===== config.mk =====
export PLATFORM = sky130hd
export DESIGN_NAME = background_frame_scheduler
export DESIGN_NICKNAME = d
export VERILOG_FILES = /design/src/rtl/background_frame_scheduler_pkg.sv /design/src/rtl/background_frame_scheduler_addr_calc.sv /design/src/rtl/background_frame_scheduler.sv
export SDC_FILE = /design/constraint.sdc
export NUM_CORES = 1
export LEC_CHECK = 0
export BUFFER_PORTS_ARGS = -buffer_cell sky130_fd_sc_hd__buf_2
export CORE_MARGIN = 5
export CORE_UTILIZATION = 25
export CTS_BUF_LIST = sky130_fd_sc_hd__clkbuf_4 sky130_fd_sc_hd__clkbuf_8
export DETAILED_ROUTE_END_ITERATION = 12
export HOLD_SLACK_MARGIN = 0.03
export SLEW_MARGIN = 0
export SYNTH_ARGS = -nofsm -noshare
export SYNTH_HDL_FRONTEND = slang
export SYNTH_SLANG_ARGS = --single-unit

===== constraint.sdc =====
create_clock -name clk -period 2.9 [get_ports clk]
set_input_delay 0.435 -clock clk [delete_from_list [all_inputs] [get_ports clk]]
set_output_delay 0.435 -clock clk [all_outputs]
set_load 0.005 [all_outputs]

===== src/rtl/background_frame_scheduler_pkg.sv =====
// background_frame_scheduler_pkg: shared PPU constants, FSM encoding and scroll helpers
package background_frame_scheduler_pkg;

    localparam int TILES_X_DEF  = 32;
    localparam int TILES_Y_DEF  = 30;
    localparam int TILE_PIX_DEF = 8;

    localparam logic [15:0] NT_BASE   = 16'h2000;
    localparam logic [15:0] NT_STRIDE = 16'h0400;

    localparam logic [2:0] S_IDLE    = 3'd0;
    localparam logic [2:0] S_LOAD    = 3'd1;
    localparam logic [2:0] S_ISSUE   = 3'd2;
    localparam logic [2:0] S_WAIT    = 3'd3;
    localparam logic [2:0] S_ADVANCE = 3'd4;
    localparam logic [2:0] S_FINISH  = 3'd5;

    // Rows 30..31 do not exist in a nametable, so such a scroll starts at row 0
    function automatic logic [4:0] wrap_ty(input logic [4:0] ty);
        return (ty >= 5'd30) ? 5'd0 : ty;
    endfunction

endpackage


===== src/rtl/background_frame_scheduler_addr_calc.sv =====
// bg_scroll_addr_calc: maps a screen tile plus coarse scroll to its nametable entry address
module bg_scroll_addr_calc
    import background_frame_scheduler_pkg::*;
(
    input  logic [4:0]  scr_col_i,
    input  logic [4:0]  scr_row_i,
    input  logic [4:0]  scroll_tx_i,
    input  logic [4:0]  scroll_ty_i,
    input  logic [1:0]  nt_select_i,
    output logic [15:0] base_addr_o,
    output logic [15:0] start_addr_o
);

    logic [5:0] sum_x;
    logic [5:0] sum_y;
    logic [4:0] sy;
    logic       hflip;
    logic       vflip;
    logic [1:0] idx;

    // Crossing a nametable edge flips into the neighbouring table horizontally or vertically
    always_comb begin
        sum_x        = {1'b0, scr_col_i} + {1'b0, scroll_tx_i};
        sum_y        = {1'b0, scr_row_i} + {1'b0, scroll_ty_i};
        hflip        = sum_x[5];
        vflip        = sum_y >= 6'd30;
        sy           = vflip ? 5'(sum_y - 6'd30) : sum_y[4:0];
        idx          = nt_select_i ^ {vflip, hflip};
        base_addr_o  = NT_BASE + NT_STRIDE * {14'd0, idx};
        start_addr_o = base_addr_o + {6'd0, sy, 5'd0} + {11'd0, sum_x[4:0]};
    end

endmodule


===== src/rtl/background_frame_scheduler.sv =====
// background_frame_scheduler: walks every screen tile of a frame and hands each one,
// with its scrolled nametable address, to the tile renderer one at a time.
module background_frame_scheduler
    import background_frame_scheduler_pkg::*;
#(
    parameter int TILES_X  = TILES_X_DEF,
    parameter int TILES_Y  = TILES_Y_DEF,
    parameter int TILE_PIX = TILE_PIX_DEF
) (
    input  logic        clk,
    input  logic        rst,
    input  logic        frame_start,
    input  logic        abort,
    input  logic [1:0]  nt_select,
    input  logic [4:0]  scroll_tx,
    input  logic [4:0]  scroll_ty,
    output logic        tile_start,
    input  logic        tile_done,
    output logic [15:0] nametable_base_addr,
    output logic [15:0] nametable_start_addr,
    output logic [7:0]  video_mem_row_start,
    output logic [7:0]  video_mem_col_start,
    output logic        busy,
    output logic        frame_done
);

    logic [2:0]  state_q, state_d;
    logic [1:0]  nt_q;
    logic [4:0]  tx_q, ty_q;
    logic [4:0]  col_q, col_d, row_q, row_d;
    logic [15:0] base_q, start_q;
    logic [15:0] base_c, start_c;
    logic [7:0]  row_pix_q, col_pix_q;
    logic        last_col, last_tile;

    assign last_col  = col_q == 5'(TILES_X - 1);
    assign last_tile = last_col && (row_q == 5'(TILES_Y - 1));
    assign col_d     = last_col ? 5'd0 : col_q + 5'd1;
    assign row_d     = last_col ? row_q + 5'd1 : row_q;

    bg_scroll_addr_calc u_calc (
        .scr_col_i   (col_q),
        .scr_row_i   (row_q),
        .scroll_tx_i (tx_q),
        .scroll_ty_i (ty_q),
        .nt_select_i (nt_q),
        .base_addr_o (base_c),
        .start_addr_o(start_c)
    );

    // Abort outranks every other transition, including a coincident tile_done
    always_comb begin
        state_d = state_q;
        case (state_q)
            S_IDLE:    state_d = frame_start ? S_LOAD : S_IDLE;
            S_LOAD:    state_d = S_ISSUE;
            S_ISSUE:   state_d = S_WAIT;
            S_WAIT:    state_d = tile_done ? S_ADVANCE : S_WAIT;
            S_ADVANCE: state_d = last_tile ? S_FINISH : S_LOAD;
            default:   state_d = S_IDLE;
        endcase
        if (abort && state_q != S_IDLE) state_d = S_IDLE;
    end

    always_ff @(posedge clk or negedge rst) begin
        if (!rst) begin
            state_q   <= S_IDLE;
            nt_q      <= '0;
            tx_q      <= '0;
            ty_q      <= '0;
            col_q     <= '0;
            row_q     <= '0;
            base_q    <= '0;
            start_q   <= '0;
            row_pix_q <= '0;
            col_pix_q <= '0;
        end else begin
            state_q <= state_d;
            if (state_q == S_IDLE && frame_start) begin
                nt_q  <= nt_select;
                tx_q  <= scroll_tx;
                ty_q  <= wrap_ty(scroll_ty);
                col_q <= '0;
                row_q <= '0;
            end
            if (state_q == S_LOAD && !abort) begin
                base_q    <= base_c;
                start_q   <= start_c;
                row_pix_q <= 8'(row_q * TILE_PIX);
                col_pix_q <= 8'(col_q * TILE_PIX);
            end
            if (state_q == S_ADVANCE && !abort && !last_tile) begin
                col_q <= col_d;
                row_q <= row_d;
            end
        end
    end

    assign tile_start           = state_q == S_ISSUE;
    assign frame_done           = state_q == S_FINISH;
    assign busy                 = state_q != S_IDLE;
    assign nametable_base_addr  = base_q;
    assign nametable_start_addr = start_q;
    assign video_mem_row_start  = row_pix_q;
    assign video_mem_col_start  = col_pix_q;

endmodule

# ---- After elaboration in Yosys (flattened, before gate mapping)
# Cells that the tools add are included.
dict set report totals {
  reg_bits 67
  elab_cells 53
  inputBits 17
}
dict set report op_classes {
  eq_ne 8
  n_mux 12
  addsub 8
  n_bitwise 1
  magnitude_cmp 2
  reduce_logical 12
}
# cell count
set ops {}
lappend ops {{2-to-1 mux 5 bit} 7}
lappend ops {{adder 16 x 10 -> 16 bit} 1}
lappend ops {{adder 16 x 5 -> 16 bit} 1}
lappend ops {{adder 14 x 12 -> 15 bit, first input constant} 1}
lappend ops {{case mux 3 bit (5 select lines)} 1}
lappend ops {{adder 5 x 5 -> 6 bit} 2}
lappend ops {{adder 5 x 1 -> 5 bit, second input constant} 2}
lappend ops {{== test 5 bit, second input constant} 2}
lappend ops {{2-to-1 mux 3 bit} 3}
lappend ops {{== test 3 x 2 -> 1 bit, second input constant} 2}
lappend ops {{== test 3 bit, second input constant} 2}
lappend ops {{greater-or-equal comparator 6 x 5 -> 1 bit, second input constant} 1}
lappend ops {{logical AND 1 bit} 6}
lappend ops {{greater-or-equal comparator 5 bit, second input constant} 1}
lappend ops {{subtractor 5 bit, second input constant} 1}
lappend ops {{== test 3 x 1 -> 1 bit, second input constant} 1}
lappend ops {{logical NOT 3 bit} 1}
lappend ops {{nonzero test 3 bit} 1}
lappend ops {{logical NOT 1 bit} 2}
lappend ops {{!= test 2 bit, second input constant} 1}
lappend ops {{AND reduction 2 bit} 1}
lappend ops {{nonzero test 2 bit} 1}
lappend ops {{bitwise XOR 2 bit} 1}
lappend ops {{2-to-1 mux 1 bit} 1}

# ---- Logic depth before layout (Yosys ltp)
# Gate-level depths: netlist of run 1.
dict set report depth {
  word_depth 6
  ltp_mapped 9
  ltp_nobuf 9
}

# ---- Hierarchy
# From an unflattened synthesis of run 1, not the netlist that was laid out.
dict set report unflattened {
  hier_cells 313
  area_unflattened_um2 3535.9
}
# mod area_per_inst_um2 cells_each instances seq_area_each_um2
set modules_own_cells {}
lappend modules_own_cells {background_frame_scheduler 2877.8 226 1 1676.6}
lappend modules_own_cells {bg_scroll_addr_calc 658.1 87 1 0.0}

# ---- Worst setup path after synthesis of run 1
# Ideal clock, no wire load.
dict set report synth_timing {
  path_type {register -> register}
  startpoint {reg col_q[0]}
  endpoint {reg row_q[3]}
  arrival_ps 2033
  period_less_slack_ps 2111
  path_stages_with_launch 9
  n_path_buf 0
  setup_time_ps 78
  t_required_ps 2822
  setup_slack_ps 789
  path_cell_list {dfrtp_1 -> ha_1 -> and3_1 -> ha_1 -> and3_1 -> a21oi_4 -> nand2_4 -> or3_1 -> a21oi_1}
}
dict set report synth_between {
  elab_chain_len 6
  elab_cells_between_ends 8
}
# item line_no
set synth_lines {}
lappend synth_lines {{start: declaration} background_frame_scheduler.sv:30} ;# logic [4:0] col_q, col_d, row_q, row_d;
lappend synth_lines {{start signal: assignment} background_frame_scheduler.sv:93} ;# col_q <= col_d;
lappend synth_lines {{== test 5 bit (*)} background_frame_scheduler.sv:36} ;# assign last_col = col_q == 5'(TILES_X - 1);
lappend synth_lines {{logical AND 1 bit} background_frame_scheduler.sv:37} ;# assign last_tile = last_col && (row_q == 5'(TILES_Y - 1));
lappend synth_lines {{logical NOT 1 bit} background_frame_scheduler.sv:92} ;# if (state_q == S_ADVANCE && !abort && !last_tile) begin
lappend synth_lines {{logical AND 1 bit} background_frame_scheduler.sv:92}
lappend synth_lines {{!= test 2 bit (no source line) or nonzero test 2 bit (tied branches)} --}
lappend synth_lines {{AND reduction 2 bit (no source line)} --}
lappend synth_lines {{end signal: assignment} background_frame_scheduler.sv:94} ;# row_q <= row_d;
lappend synth_lines {{end: declaration} background_frame_scheduler.sv:30}
# Mark *: on every way between the ends. The rest lies on a longest branch, timed or not.
# A chain may end at the register's enable or synchronous reset.

# ---- Worst setup path after layout of run 1
dict set report layout_timing {
  startpoint {reg row_q[0]}
  endpoint {reg start_q[8] (netlist: nametable_start_addr[8])}
}
dict set report layout_between {
  elab_chain_len 5
  elab_cells_between_ends 6
}
# item line_no
set layout_lines {}
lappend layout_lines {{adder 5 x 5 -> 6 bit (*)} background_frame_scheduler_addr_calc.sv:24} ;# sum_y = {1'b0, scr_row_i} + {1'b0, scroll_ty_i};
lappend layout_lines {{subtractor 5 bit or greater-or-equal comparator 6 x 5 -> 1 bit (tied branches)} {background_frame_scheduler_addr_calc.sv:27, background_frame_scheduler_addr_calc.sv:26}}
lappend layout_lines {{2-to-1 mux 5 bit (*)} background_frame_scheduler_addr_calc.sv:27} ;# sy = vflip ? 5'(sum_y - 6'd30) : sum_y[4:0];
lappend layout_lines {{adder 16 x 10 -> 16 bit (*)} background_frame_scheduler_addr_calc.sv:30} ;# start_addr_o = base_addr_o + {6'd0, sy, 5'd0} + {11'd0, sum_x[4:0]};
lappend layout_lines {{adder 16 x 5 -> 16 bit (*)} background_frame_scheduler_addr_calc.sv:30}
lappend layout_lines {{end signal: assignment} background_frame_scheduler.sv:88} ;# start_q <= start_c;
lappend layout_lines {{end: declaration} background_frame_scheduler.sv:31} ;# logic [15:0] base_q, start_q;
# Marks and branches as above.

==> out/results.ini, run 1 <==
[setup_path]
cp.required_ns=3.04
path_delay_family=adder cells
worstSetupStartpoint=row_q[0]
worst-path-stages=8
slowest_stage=dfrtp_1
cp-start-kind=flop
path_max_fanout=7
crit_path_end_kind=flop
rr_startpoint=row_q[0]
reg2reg_depth=8
regToRegEndpoint=nametable_start_addr[8]
cp_slowest_stage_delay_ns=0.46
worst-path-buf-inv=1
reg2reg_slack_ns=0.58
crit_chain=ha_1 -> inv_1 -> fa_1 -> nand2b_1 -> o2bb2ai_1 -> xnor2_1 -> a21o_1 -> a41oi_1
criticalPathCategory=flop to flop
critPathCapture=nametable_start_addr[8]
arrival_ns=2.47

[layout]
area_delta_synth_final_pct=14.2
fillers=1162
layout.nets=374
multi_input_area_um2=1350
n_antenna_cell=0
mostFrequentLayoutCells=nand2_1 (68), dfrtp_1 (48), buf_2 (45)
drive_gt1_share_pct=17.9
final_cells=481
layout_commonest_cell=nand2_1
seq_area_um2=1200

[status]
status=finished clean

[yosys]
synth_top_flop_cell=dfrtp_1
synth_fa_ha_area_share_pct=8.29
syn_area_per_cell_um2=9.16
synth-xor-area-share_pct=2.55
ys_seq_area_share_pct=43.7
synth_edf_count=0
synth_area_um2=2750
synth-compound-area-share_pct=12.4
yosys_warnings=0
ys_top_cells_by_area=dfrtp_1 (44%), nand2_1 (9.3%), buf_4 (6.8%)
async_reset_ff_share_pct=100
synth_top_cell_by_area=dfrtp_1
synth_top_area_share_pct=43.7
synth_top_family_by_area=simple AND/OR/NAND/NOR gates
synthMuxAreaShare_pct=0
ys_ff_latch=48
syn_inst=300
ys_types=50
synthSimpleGateAreaFrac_pct=23.0

[sta]
fin_setup_tns_ns=0
min_period_ns=2.32
setup_viol=0
fmax_mhz=430
tightest_slew_ns=1.07
hold_viol_final=0
skew_ns=0.00760
rsz0062_at_grt=false
slew_violations=0
maxSlewHeadroom_pct=28.6
period_share_pct=80.2

[global_route]
grt_overflow=0
grt_pass1_vias=2011
antenna_found_initial=0
grt_pass1_wl_um=10000
grtUsageTotal_pct=9.57
grt_max_degree=49

[clock_tree]
postCtsSetupBuffers=0
post_cts_resized=0
holdBufCountCts=0
cts_tree=yes
cts.sinks=48
htree_num_levels=2
insertion_delay_ns=0.30
clockBufferDepth=2
path_clk_slew_ns=0.09
clock-root-buffer=clkbuf_8
cts_inserted_buffers=5

[power_and_ir_drop]
cellLeakagePower_nw=1.63
peakVddDrop_v=0.000276
swShare_pct=33.7
p_int_w=0.00144
power.switching_w=0.000730
power.share.clock_pct=24.0
pwr-share-comb_pct=31.7
seqPwrFrac_pct=44.3
total_power_w=0.00217
power.density_nw_per_um2=691

[routing]
routed_wl_um=6180
vias=2089
drtIter0Drc=79
ant_nets=0
post_drt_via_cell_ratio=4.34
drc=0
wl_per_cell_um=12.9
first_pass_iters=4

[placement]
hpwl_um=4720
port_buffers=45
gp_congestion=0.745
dpl.cell_count=473

[floorplanning]
die_w_um=115
core_um2=10800
fp.dieH_um=115
rows=38
start_util_pct=25.5
dieArea_um2=13200
boundaryPins=68

[job]
cap_violations=0

[hold_path]
hold_path_class=primary input to async pin

kinds of logic after synthesis:
| family | count (synthesis) |
|---|---|
| compound gates | 54 |
| other cells | 1 |
| fa+ha+maj | 17 |
| flops | 48 |
| simple gates | 127 |
| xor+xnor | 8 |
| buf+inv | 45 |
worst register-to-register path: cells and delay by family (launching register included):
kind / cells / cell delay [ns]
fa+ha+maj: 2 / 0.61
simple gates: 1 / 0.15
xor+xnor: 1 / 0.44
flops: 1 / 0.46
buf+inv: 1 / 0.06
compound gates: 3 / 0.46
registers in the layout (all words and copies together) (netlist names):
| register | cells |
|---|---|
| video_mem_row_start | 5 |
| nt_q | 2 |
| col_q | 5 |
| nametable_start_addr | 13 |
| row_q | 5 |
| video_mem_col_start | 5 |
| state_q | 3 |
| ty_q | 5 |
| tx_q | 5 |
power groups by stage:
stage / combinational [W] / sequential, W / clock (W)
floorplan: 0.000509 / 0.000943 / 0
CTS: 0.000702 / 0.000967 / 0.000543
global route: 0.000791 / 0.000990 / 0.000570
global placement: 0.000690 / 0.000972 / 0
finish: 0.000687 / 0.000960 / 0.000521
detailed placement: 0.000696 / 0.000980 / 0
worst min-delay path by stage:
stage / startpoint / to / slack (ns) / cells after the start
floorplan: rst / col_q[0] / 0.14 / 0
global placement: video_mem_row_start[6] / video_mem_row_start[6] / 0.46 / 2
detailed placement: video_mem_col_start[7] / video_mem_col_start[7] / 0.46 / 2
CTS: nt_select[1] / nt_q[1] / 0.31 / 3
global route: scroll_tx[3] / tx_q[3] / 0.32 / 3
finish: rst / nt_q[1] / 0.32 / 1
final cells by class:
cell class,instances,area share [%]
repair buffers,48,7.90
inverters,9,1.08
clock buffers,7,3.07
clock inverters,1,0.957
flip-flops and latches,48,38.3
multi-input cells,228,43.1
well taps,140,5.58
per-layer routing:
| metal | vias to the layer above | part of all wire (%) | wire length [um] | track usage (%) |
|---|---|---|---|---|
| li1 | 1062 | - | - | - |
| met5 | - | 0 | 0 | 0 |
| met2 | 64 | 43 | 2690 | 14.4 |
| met1 | 957 | 48 | 2950 | 13.1 |
| met3 | 6 | 7.5 | 462 | 3.21 |
| met4 | 0 | 1.3 | 79 | 2.90 |
cells in the mapped netlist (all sizes together), types with 2 or more instances:
library cell	count
a21boi	2
a21o	6
a21oi	10
a31oi	3
and2	5
and3	5
and3b	2
buf	28
clkbuf	8
dfrtp	48
fa	2
ha	15
inv	9
nand2	69
nand2b	3
nand3	14
nand4	3
nand4b	3
nor2	9
nor3b	2
nor4b	2
o21ai	21
o31ai	2
or3	2
or4b	3
xnor2	3
xor2	5
through the flow:
step           worst slack, ns  utilization (%)  cell area [um^2]  hold slack (ns)
2_1_floorplan            0.789                -              2830            0.139
3_3_place_gp             0.670             27.9              3010            0.457
6_report                 0.575             29.1              3140            0.318
3_5_place_dp             0.627             27.9              3010            0.458
4_1_cts                  0.593             29.1              3140            0.307
5_1_grt                  0.415             29.1              3140            0.319
No activity file was read; power rests on OpenSTA's default activity.
==> run 2, diff against run 1 <==
Settings changed: ABC_AREA set to 1.
Clock period 2.9 ns to 2.38 ns, I/O delays scaled along.
==> out/results.ini, run 2 <==
[floorplanning]
dieArea_um2=13800  ; +4.8%
core_um2=11400  ; +5.3%
fp.dieH_um=118  ; +2.4%
boundaryPins=68  ; unchanged
die_w_um=118  ; +2.4%
rows=39  ; +2.6%
start_util_pct=25.4  ; about the same

[clock_tree]
cts_tree=yes
cts_inserted_buffers=5  ; unchanged
insertion_delay_ns=0.31  ; about the same
clockBufferDepth=2  ; unchanged
clock-root-buffer=clkbuf_8
postCtsSetupBuffers=0  ; unchanged
htree_num_levels=2  ; unchanged
path_clk_slew_ns=0.10  ; about the same
holdBufCountCts=0  ; unchanged
post_cts_resized=0  ; unchanged
cts.sinks=48  ; unchanged

[setup_path]
cp.required_ns=2.59  ; -0.45 ns
cp_slowest_stage_delay_ns=0.44  ; -0.02 ns
slowest_stage=dfrtp_1
path_delay_family=adder cells
arrival_ns=2.26  ; -0.21 ns
path_max_fanout=6  ; -1
worst-path-buf-inv=2  ; +1
cp-start-kind=flop
crit_path_end_kind=flop
criticalPathCategory=flop to flop
cp_common_cell=nand2_1
crit_chain=ha_1 -> inv_1 -> fa_1 -> xnor2_2 -> inv_2 -> nor2_2 -> nand3_4 -> nand2_4 -> nand2_1 -> nand3_1 -> nand2_1

[power_and_ir_drop]
cellLeakagePower_nw=1.67  ; +2.4%
swShare_pct=40.2  ; +6.5 points
power.density_nw_per_um2=890  ; +29%
pwr-share-comb_pct=40.6  ; +8.9 points
power.switching_w=0.00116  ; +59%
power.share.clock_pct=18.2  ; -5.8 points
peakVddDrop_v=0.000299  ; +8.3%
p_int_w=0.00173  ; +20%
seqPwrFrac_pct=41.2  ; -3.1 points

[global_route]
grt_max_degree=49  ; unchanged
grt_overflow=0  ; unchanged
grt_pass1_wl_um=10600  ; +6.0%
grtUsageTotal_pct=9.19  ; -0.37 points
antenna_found_initial=0  ; unchanged
grt_pass1_vias=2155  ; +7.2%

[yosys]
synth_top_family_by_area=simple AND/OR/NAND/NOR gates
synth_top_cell_by_area=dfrtp_1
synth_top_area_share_pct=41.5  ; -2.2 points
synth_edf_count=0  ; unchanged
ys_top_cells_by_area=dfrtp_1 (42%), nand2_1 (11%), buf_4 (6.7%)
yosys_warnings=0  ; unchanged
ys_types=39  ; -22%
syn_area_per_cell_um2=8.77  ; -4.3%
async_reset_ff_share_pct=100  ; unchanged
ys_top_cells_by_count=nand2_1 (88), dfrtp_1 (48), inv_1 (33)
synthSimpleGateAreaFrac_pct=24.6  ; +1.7 points
syn_inst=330  ; +10%
synth_top_flop_cell=dfrtp_1
ys_ff_latch=48  ; unchanged
ys_seq_area_share_pct=41.5  ; -2.2 points
synthMuxAreaShare_pct=0  ; unchanged
synth-compound-area-share_pct=10.3  ; -2.2 points
synth-xor-area-share_pct=2.38  ; -0.17 points
synth_fa_ha_area_share_pct=7.87  ; -0.42 points
yosysMostFrequentCell=nand2_1
synth_area_um2=2890  ; +5.3%

[routing]
vias=2131  ; +2.0%
first_pass_iters=4  ; unchanged
wl_per_cell_um=11.9  ; -7.2%
drc=0  ; unchanged
drtIter0Drc=112  ; +42%
routed_wl_um=6180  ; about the same
ant_nets=0  ; unchanged
post_drt_via_cell_ratio=4.11  ; -5.3%

[sta]
period_share_pct=86.1  ; +5.9 points
setup_viol=0  ; unchanged
slew_violations=0  ; unchanged
skew_ns=0.00721  ; -0.000393 ns
hold_viol_final=0  ; unchanged
min_period_ns=2.05  ; -0.277 ns
tightest_slew_ns=0.631  ; -0.440 ns
fin_setup_tns_ns=0  ; unchanged
maxSlewHeadroom_pct=57.9  ; +29 points
fmax_mhz=488  ; +14%
rsz0062_at_grt=false

[layout]
largest_register_ffs=13  ; unchanged
area_delta_synth_final_pct=12.1
mostFrequentLayoutCells=nand2_1 (88), dfrtp_1 (48), buf_2 (45)
layout_commonest_cell=nand2_1
drive_gt1_share_pct=26.1  ; +8.2 points
layout.nets=408  ; +9.1%
n_antenna_cell=0  ; unchanged
design_area_um2=3240  ; +3.4%

[status]
status=finished clean

[hold_path]
hold_path_class=primary input to async pin

[placement]
placed_cell_area_um2=3150  ; +4.5%
hpwl_um=4750  ; +0.68%
gp_congestion=0.844  ; +13%
port_buffers=45  ; unchanged

[job]
cap_violations=0  ; unchanged

run 2: area by class of cell:
class                   instances  area [um^2]
well taps                     143          179
flip-flops and latches         48         1200
clock buffers                   6         82.6
multi-input cells             236         1390
clock inverters                 2         15.0
fillers                      1227         8130
repair buffers                 47          240
inverters                      36          138
run 2: cell families after synthesis:
group,count (synthesis)
AOI/OAI and AO/OA,43
buffers and inverters,67
DFF,48
adders and majority gates,17
and+or+nand+nor,147
xor gates and xnor gates,7
other,1
run 2: worst paths after layout:
path                                          from                  endpoint  slack (ns)  depth (start not counted)
min reg2reg                nametable_start_addr[0]   nametable_start_addr[0]        0.48                          2
max                                       row_q[0]   nametable_start_addr[7]        0.33                         11
min                                            rst  nametable_start_addr[13]        0.13                          2
min in group clk                      nt_select[0]                   nt_q[0]        0.24                          3
max reg2reg                               row_q[0]   nametable_start_addr[7]        0.33                         11
max in group asynchronous                      rst                  row_q[2]        1.81                          2
run 2: routing by layer:
layer  track usage (%)  part of all wire [%]  up-vias  wire [um]
li1                  -                     -     1091          -
met1              12.4                    48      974       2960
met2              14.0                    45       57       2780
met3              3.41                   6.0        9        369
met4              2.15                   1.1        0         67
met5                 0                     0        -          0
run 2: power by group through the flow:
stage          sequential (W)  clock, W  combinational, W
2_1_floorplan         0.00119         0          0.000908
3_3_place_gp          0.00120         0           0.00118
3_5_place_dp          0.00121         0           0.00120
4_1_cts               0.00120  0.000546           0.00120
5_1_grt               0.00122  0.000583           0.00135
6_report              0.00119  0.000526           0.00117
run 2: per-stage QoR:
stage	total power [W]	setup slack [ns]	cells	hold slack (ns)	util, %
2_1_floorplan	0.00210	0.511	351	0.0614	-
3_3_place_gp	0.00238	0.433	510	0.453	27.7
3_5_place_dp	0.00241	0.335	510	0.458	27.7
4_1_cts	0.00294	0.324	518	0.160	28.5
5_1_grt	0.00316	0.137	518	0.176	28.5
6_report	0.00289	0.332	518	0.135	28.5
==> run 3, diff against run 2 <==
==> constraint.sdc (replaced) <==
create_clock -name clk -period 2.38 [get_ports clk]
set_input_delay 0.119 -clock clk [delete_from_list [all_inputs] [get_ports clk]]
set_output_delay 0.119 -clock clk [all_outputs]
set_load 0.005 [all_outputs]
==> out/results.ini, run 3 (synthesis gave the netlist of run 2 again) <==
[hold_path]
hold_path_class=primary input to flop

[floorplanning]
fp.dieH_um=118  ; unchanged
start_util_pct=25.4  ; unchanged
dieArea_um2=13800  ; unchanged
boundaryPins=68  ; unchanged
die_w_um=118  ; unchanged
core_um2=11400  ; unchanged
rows=39  ; unchanged

[sta]
min_period_ns=2.03  ; -0.0174 ns
fin_setup_tns_ns=0  ; unchanged
slew_violations=0  ; unchanged
setup_viol=0  ; unchanged
hold_viol_final=0  ; unchanged
tightest_slew_ns=0.643  ; +0.0116 ns
fmax_mhz=492  ; +0.86%
rsz0062_at_grt=false
skew_ns=0.0107  ; +0.00349 ns
period_share_pct=85.3  ; -0.73 points
maxSlewHeadroom_pct=57.2  ; -0.77 points
setup_ws_ns=0.349  ; +0.0174 ns

[power_and_ir_drop]
seqPwrFrac_pct=39.7  ; -1.5 points
power.density_nw_per_um2=898  ; +0.83%
power.share.clock_pct=20.7  ; +2.5 points
power.switching_w=0.00117  ; +0.63%
p_int_w=0.00184  ; +6.8%
peakVddDrop_v=0.000320  ; +7.1%
pwr-share-comb_pct=39.6  ; -1.0 points
cellLeakagePower_nw=1.73  ; +3.4%
swShare_pct=38.8  ; -1.4 points

[setup_path]
criticalPathCategory=flop to flop
cp_common_cell=nand2_1
crit_path_end_kind=flop
slowest_stage=dfrtp_1
arrival_ns=2.23  ; -0.03 ns
path_delay_family=adder cells
cp.required_ns=2.58  ; about the same
worst-path-buf-inv=2  ; unchanged
crit_chain=ha_1 -> inv_1 -> fa_1 -> xnor2_2 -> inv_2 -> nor2_2 -> nand3_4 -> nand2_4 -> nand2_1 -> nand3_1 -> nand2_1
path_max_fanout=6  ; unchanged
cp_slowest_stage_delay_ns=0.43  ; about the same
cp-start-kind=flop

[clock_tree]
cts_tree=yes
cts.sinks=48  ; unchanged
cts_inserted_buffers=5  ; unchanged
insertion_delay_ns=0.30  ; about the same
clockBufferDepth=2  ; unchanged
path_clk_slew_ns=0.09  ; about the same
clock-root-buffer=clkbuf_8
htree_num_levels=2  ; unchanged

[routing]
vias=2176  ; +2.1%
ant_nets=0  ; unchanged
post_drt_via_cell_ratio=4.13  ; +0.37%
drtIter0Drc=124  ; +11%
first_pass_iters=4  ; unchanged
drc=0  ; unchanged
wl_per_cell_um=12.0  ; +0.46%
routed_wl_um=6320  ; +2.2%

[placement]
place_ws_ns=0.341  ; +0.00636 ns
dpl.cell_count=511  ; +0.20%
placed_cell_area_um2=3150  ; +0.24%
hpwl_um=4910  ; +3.4%
gp_congestion=0.844  ; about the same
port_buffers=45  ; unchanged

[global_route]
grt_pass1_vias=2206  ; +2.4%
grt_pass1_wl_um=10700  ; +0.91%
grtUsageTotal_pct=9.38  ; +0.18 points
antenna_found_initial=0  ; unchanged
grt_max_degree=37  ; -24%
grt_overflow=0  ; unchanged

[layout]
area_delta_synth_final_pct=16.0
final_cells=527  ; +1.7%
layout.nets=417  ; +2.2%
largest_register_ffs=13  ; unchanged
drive_gt1_share_pct=25.8  ; -0.35 points
n_antenna_cell=0  ; unchanged
final_core_util_pct=29.5  ; +0.98 points
layout_commonest_cell=nand2_1
mostFrequentLayoutCells=nand2_1 (88), dfrtp_1 (48), buf_2 (45)
design_area_um2=3350  ; +3.4%

[job]
cap_violations=0  ; unchanged

[status]
status=finished clean

## run 3: changes by cell type in the layout (fill, tap and decap cells not counted)
cell / previous run / this run
dlygate4sd3_1: 0 / 8
clkinvlp_4: 2 / 0
clkinv_4: 0 / 1
buf_4: 2 / 3
bufinv_16: 0 / 1
## run 3: what timing repair did
action	4_1_cts	5_1_grt
gates resized for setup	0	0
hold endpoints to repair	31	1
hold buffers	7	1
buffers inserted	0	0
## run 3: cell type report
type | instances | area [um^2]
repair buffers | 56 | 328
clock inverters | 2 | 38.8
clock buffers | 6 | 82.6
fillers | 1210 | 8020
well taps | 143 | 179
inverters | 36 | 138
flip-flops and latches | 48 | 1200
multi-input cells | 236 | 1390
## run 3: worst reg2reg max path, stage by stage (launching register included)
cell and delay, ns:
dfrtp_1 0.43, ha_1 0.21, inv_1 0.08, fa_1 0.42
xnor2_2 0.20, inv_2 0.06, nor2_2 0.14, nand3_4 0.13
nand2_4 0.09, nand2_1 0.05, nand3_1 0.07, nand2_1 0.05
## run 3: through the flow
stage | hold WS (ns) | total power, W
floorplan | -0.177 | 0.00210
global placement | 0.166 | 0.00238
detailed placement | 0.178 | 0.00241
CTS | 0.0306 | 0.00306
global route | 0.0822 | 0.00327
finish | 0.0889 | 0.00301
## run 3: routing by layer
layer | vias up | part of all wire, % | global-route usage [%] | wire length (um)
met4 | 0 | 1.6 | 2.44 | 98
met1 | 996 | 46 | 12.2 | 2930
met3 | 11 | 6.0 | 3.03 | 378
met2 | 55 | 46 | 15.0 | 2910
li1 | 1114 | - | - | -
met5 | - | 0 | 0 | 0
## run 3: final timing paths
kind                                         startpoint                  endpoint  slack, ns  depth (start not counted)
worst max-delay path                           row_q[0]   nametable_start_addr[6]       0.35                         11
worst min-delay path                       scroll_ty[2]                   ty_q[2]       0.09                          3
worst max register to register                 row_q[0]   nametable_start_addr[6]       0.35                         11
worst min register to register  nametable_start_addr[0]   nametable_start_addr[0]       0.48                          2
max in group asynchronous                           rst    video_mem_row_start[4]       1.38                          3
min in group asynchronous                           rst  nametable_start_addr[13]       0.37                          2
## run 3: power by group through the flow
stage	sequential [W]	combinational, W	clock, W
floorplan	0.00119	0.000908	0
global placement	0.00120	0.00118	0
detailed placement	0.00121	0.00120	0
CTS	0.00120	0.00121	0.000649
global route	0.00122	0.00136	0.000683
finish	0.00120	0.00119	0.000625
